===== src/rtl/fetch_sequencer.sv =====
// Multi-cycle instruction fetch: assembles a 32-bit word from four byte reads over
// req/ack and holds it for the decoder under valid/ready; restarts on flush, traps bad ip.
module fetch_sequencer #(
  parameter int unsigned addr_size = 16,
  parameter int unsigned rom_size  = 256
) (
  input  logic                 clk,
  input  logic                 rstn,
  input  logic [addr_size-1:0] ip,
  input  logic                 flush,
  output logic                 mem_req,
  output logic [addr_size+1:0] mem_addr,
  input  logic                 mem_ack,
  input  logic [7:0]           mem_rdata,
  output logic [31:0]          instr,
  output logic                 instr_valid,
  input  logic                 instr_ready,
  output logic                 busy,
  output logic                 fault
);

  typedef enum logic [1:0] {
    IDLE  = 2'd0,
    FETCH = 2'd1,
    VALID = 2'd2,
    FAULT = 2'd3
  } state_t;

  state_t               state;
  state_t               state_nx;
  logic [1:0]           count;
  logic [1:0]           count_nx;
  logic [addr_size+1:0] addr_nx;
  logic [31:0]          instr_nx;
  logic                 req_nx;
  logic                 valid_nx;
  logic                 busy_nx;
  logic                 fault_nx;
  logic                 in_range;

  assign in_range = (32'(ip) < rom_size);

  always_ff @(posedge clk or negedge rstn) begin
    if (!rstn) begin
      state       <= IDLE;
      count       <= '0;
      mem_addr    <= '0;
      instr       <= '0;
      mem_req     <= 1'b0;
      instr_valid <= 1'b0;
      busy        <= 1'b0;
      fault       <= 1'b0;
    end else begin
      state       <= state_nx;
      count       <= count_nx;
      mem_addr    <= addr_nx;
      instr       <= instr_nx;
      mem_req     <= req_nx;
      instr_valid <= valid_nx;
      busy        <= busy_nx;
      fault       <= fault_nx;
    end
  end

  always_comb begin
    state_nx = state;
    count_nx = count;
    addr_nx  = mem_addr;
    instr_nx = instr;
    req_nx   = mem_req;
    valid_nx = instr_valid;
    fault_nx = fault;

    // A taken jump overrides everything except the fault trap; any byte landing now is dropped.
    if (flush && (state != FAULT)) begin
      state_nx = IDLE;
      req_nx   = 1'b0;
      valid_nx = 1'b0;
      count_nx = '0;
    end else begin
      case (state)
        IDLE: begin
          if (!in_range) begin
            state_nx = FAULT;
            fault_nx = 1'b1;
            req_nx   = 1'b0;
            valid_nx = 1'b0;
          end else begin
            state_nx = FETCH;
            addr_nx  = {ip, 2'b00};
            count_nx = '0;
            req_nx   = 1'b1;
            valid_nx = 1'b0;
          end
        end
        FETCH: begin
          if (mem_ack) begin
            // Bytes arrive MSB first, so shift left and append.
            instr_nx = {instr[23:0], mem_rdata};
            count_nx = count + 2'd1;
            addr_nx  = mem_addr + 1'b1;
            if (count == 2'd3) begin
              state_nx = VALID;
              req_nx   = 1'b0;
              valid_nx = 1'b1;
            end
          end
        end
        VALID: begin
          if (instr_ready) begin
            state_nx = IDLE;
            valid_nx = 1'b0;
          end
        end
        FAULT: begin
          req_nx   = 1'b0;
          valid_nx = 1'b0;
        end
        default: begin
          state_nx = IDLE;
          req_nx   = 1'b0;
          valid_nx = 1'b0;
        end
      endcase
    end

    busy_nx = (state_nx == FETCH);
  end

endmodule


===== config.mk =====
export PLATFORM = sky130hd
export DESIGN_NAME = fetch_sequencer
export DESIGN_NICKNAME = d
export VERILOG_FILES = /design/src/rtl/fetch_sequencer.sv
export SDC_FILE = /design/constraint.sdc
export NUM_CORES = 1
export LEC_CHECK = 0
export CAP_MARGIN = 10
export CELL_PAD_IN_SITES_DETAIL_PLACEMENT = 0
export CELL_PAD_IN_SITES_GLOBAL_PLACEMENT = 1
export CORE_MARGIN = 2
export CORE_UTILIZATION = 37
export DETAILED_ROUTE_END_ITERATION = 7
export PLACE_DENSITY = 0.89
export SKIP_CTS_REPAIR_TIMING = 1
export SLEW_MARGIN = 15
export SYNTH_ARGS = -nofsm -noshare
export SYNTH_HDL_FRONTEND = slang
export SYNTH_SLANG_ARGS = --single-unit

===== constraint.sdc =====
create_clock -name clk -period 4 [get_ports clk]
set_input_delay 0.4 -clock clk [delete_from_list [all_inputs] [get_ports clk]]
set_output_delay 0.4 -clock clk [all_outputs]
set_load 0.01 [all_outputs]

==> results.md <==
* Leakage power at 0.00171 uW
* IO buf count at 82
* # clock sinks at 58
* Synthesized Nets at 339
* CTS tree: built
* Clock skew at 0.00644 ns
* WHS at 0.197 ns
* Headroom to the max-slew limit at 29.4%
* Unrepaired setup endpoints after global routing: no
* Total Wirelength at 6740 um
* Worst-path cell chain: clkdlybuf4s50_1, and4bb_2, a31oi_2, a21oi_1, o2bb2a_1
* Die ar. at 8160 um^2
* GR Util All Layers at 17.5%
* Area of the core at 7210 um^2
* Detailed Routing Iterations Pass 1 at 4
* First-pass GRT wire length at 11600 um
* Pin count of the biggest net entering global routing at 59
* Pwr dens at 632 nW/um^2
* Via count at 2494
* HPWL after DPL at 4410 um
* Final Max Tran Viols at 0
* Post-synth ARST share at 100%
* Clock root buffer: clkbuf_8
* CP Class: primary input to flip-flop
* Period utilization at 70.1%
* Crit-path max FO at 40
* N_diodes at 0
* Clock Tree Buf Depth at 2
* Status: completed
* Total grt overflow at 0
* Slew @ Worst Pin at 1.06 ns
* Rows at 31
* Reg2reg setup slack at 1.39 ns
* Top Ports at 83
* Cell variety after synth at 49
* Gpl congestion at 0.817
* Initial core utilization at 38.2%
* Net count, final at 415
* Critical path's top delay family: compound AO/OA/AOI/OAI gates
* Slowest-stage cell, CP: a31oi_2
* Setup TNS at 0 ns
* Worst VDD drop at 0.278 mV
* Yosys warns at 0
* Placed cell count at 472
* Pwr Total at 2400 uW
* Crit path buffers/inverters at 1
* Area occupied by multi-input gates at 1190 um^2
* Worst hold path class: primary input to async pin
* Slowest Stage Delay on Critical Path at 0.94 ns
* Hold Vio Cnt, Final at 0
* H-tree levels at 3
* WP data required at 4.22 ns
* Number of synthesized flops with an enable pin at 0
* Gate Count Post-Synth at 308
* Highest clock rate at 357 MHz
* Top FF cell, synth: dfrtp_1
* Latest clock arrival within the worst-skew pair at 0.33 ns
* Vias in the first global route at 2462
* Startpoint Class: primary input
* Register area share after synthesis at 52.7%
* Most frequent cells in the layout: 115 x nand2_1, 81 x clkdlybuf4s50_1, 58 x dfrtp_1
* Fillers at 686
* Overall die height at 90.3 um
* Period minus WS final at 2.80 ns
* WL/cell at 13.8 um
* Worst Setup End Kind: flip-flop
* Final Non-Filler Cells at 488
* Post-route ant nets at 0
* Vias per std cell at 5.11
* Cts bufs inserted at 9
* Mapped cell area at 2760 um^2
* Area added between synthesis and finish at 37.9%
* Reg clk slew, reported paths at 0.07 ns
* Commonest non-fill, non-tap cell in the layout: nand2_1
* #FFs+latches synth at 58
* Initial antenna violation count at 0
* Final setup viols at 0
* Die Wd at 90.3 um
* Reg2reg path depth at 4
* Share of layout cells above drive strength 1 at 7.71%
* Max Cap Violations at 0
* Worst R2R Start: state[1]
* Crit path arrival time at 3.02 ns
* Mean Syn Cell Area at 8.95 um^2
* Register Area at 1450 um^2
* DRC violations left at 0
* R2R Path End: mem_addr[6]
* Iter 0 DRT Violations at 200
## flip-flops by register name (all words and copies together), names as in the netlist
name	flops
instr_valid	1
mem_addr	18
state	2
count	2
mem_req	1
busy	1
instr	32
fault	1
## how the worst max path moves through the flow
stage	startpoint	to	slack (ns)	cells after the start
6_report	flush	mem_addr[6]	1.20	5
5_1_grt	flush	mem_addr[7]	0.95	5
4_1_cts	flush	mem_addr[6]	1.22	5
3_3_place_gp	flush	mem_addr[6]	0.88	5
3_5_place_dp	flush	mem_addr[6]	0.84	5
2_1_floorplan	mem_addr[0]	mem_addr[10]	2.38	6
## synthesized netlist by cell type (all sizes together) (3+ instances only)
cell | number | area [um^2]
buf | 12 | 63.8
o211ai | 4 | 30.0
a41oi | 3 | 26.3
nand3 | 10 | 50.1
and3 | 3 | 20.0
nand4 | 6 | 52.6
inv | 6 | 22.5
o22a | 6 | 53.8
o2bb2a | 3 | 30.0
a21oi | 16 | 80.1
nor2 | 7 | 26.3
dfrtp | 58 | 1450
and4 | 3 | 26.3
nand2 | 115 | 432
a31oi | 3 | 25.0
nor4 | 3 | 31.3
o22ai | 3 | 18.8
clkbuf | 8 | 30.0
o21ai | 12 | 60.1
## routing by layer
metal | up-vias | GRT usage, % | wire length, um
li1 | 1214 | - | -
met1 | 1205 | 21.7 | 2990
met2 | 63 | 29.6 | 3330
met3 | 12 | 3.01 | 290
met4 | 0 | 8.21 | 135
met5 | - | 0 | 0
## metrics by stage
stage          setup WS (ns)  util, %  cell area (um^2)
2_1_floorplan           2.38        -              2760
3_3_place_gp           0.877     50.3              3630
3_5_place_dp           0.844     50.3              3630
4_1_cts                 1.22     52.7              3800
5_1_grt                0.952     52.7              3800
6_report                1.20     52.7              3800
## where the power goes
part | internal (uW) | total [uW] | leakage, uW | switching (uW)
registers | 781 | 998 | 0.000739 | 217
clock network | 238 | 474 | 0.0000851 | 236
logic | 499 | 931 | 0.000891 | 433
total | 1520 | 2400 | 0.00171 | 886
## cell families (layout without fill, tap and decap cells)
logic type / count (synthesis) / count (layout) / share of synthesized area [%]
AOI/OAI and AO/OA: 62 / 62 / 15.4
buffers and inverters: 26 / 107 / 4.22
and+or+nand+nor: 159 / 159 / 26.4
DFF: 58 / 58 / 52.7
muxes: 1 / 1 / 0.409
adders and majority gates: 2 / 2 / 0.908
## cell type report
class,instances,share of cell area (%)
timing repair buffer,85,22.1
inverter,6,0.592
clock buffer,11,3.72
tap,99,3.26
sequential,58,38.2
multi-input combinational,224,31.4
clock inverter,5,0.790
Note: power is estimated with default switching activity, not from simulation.
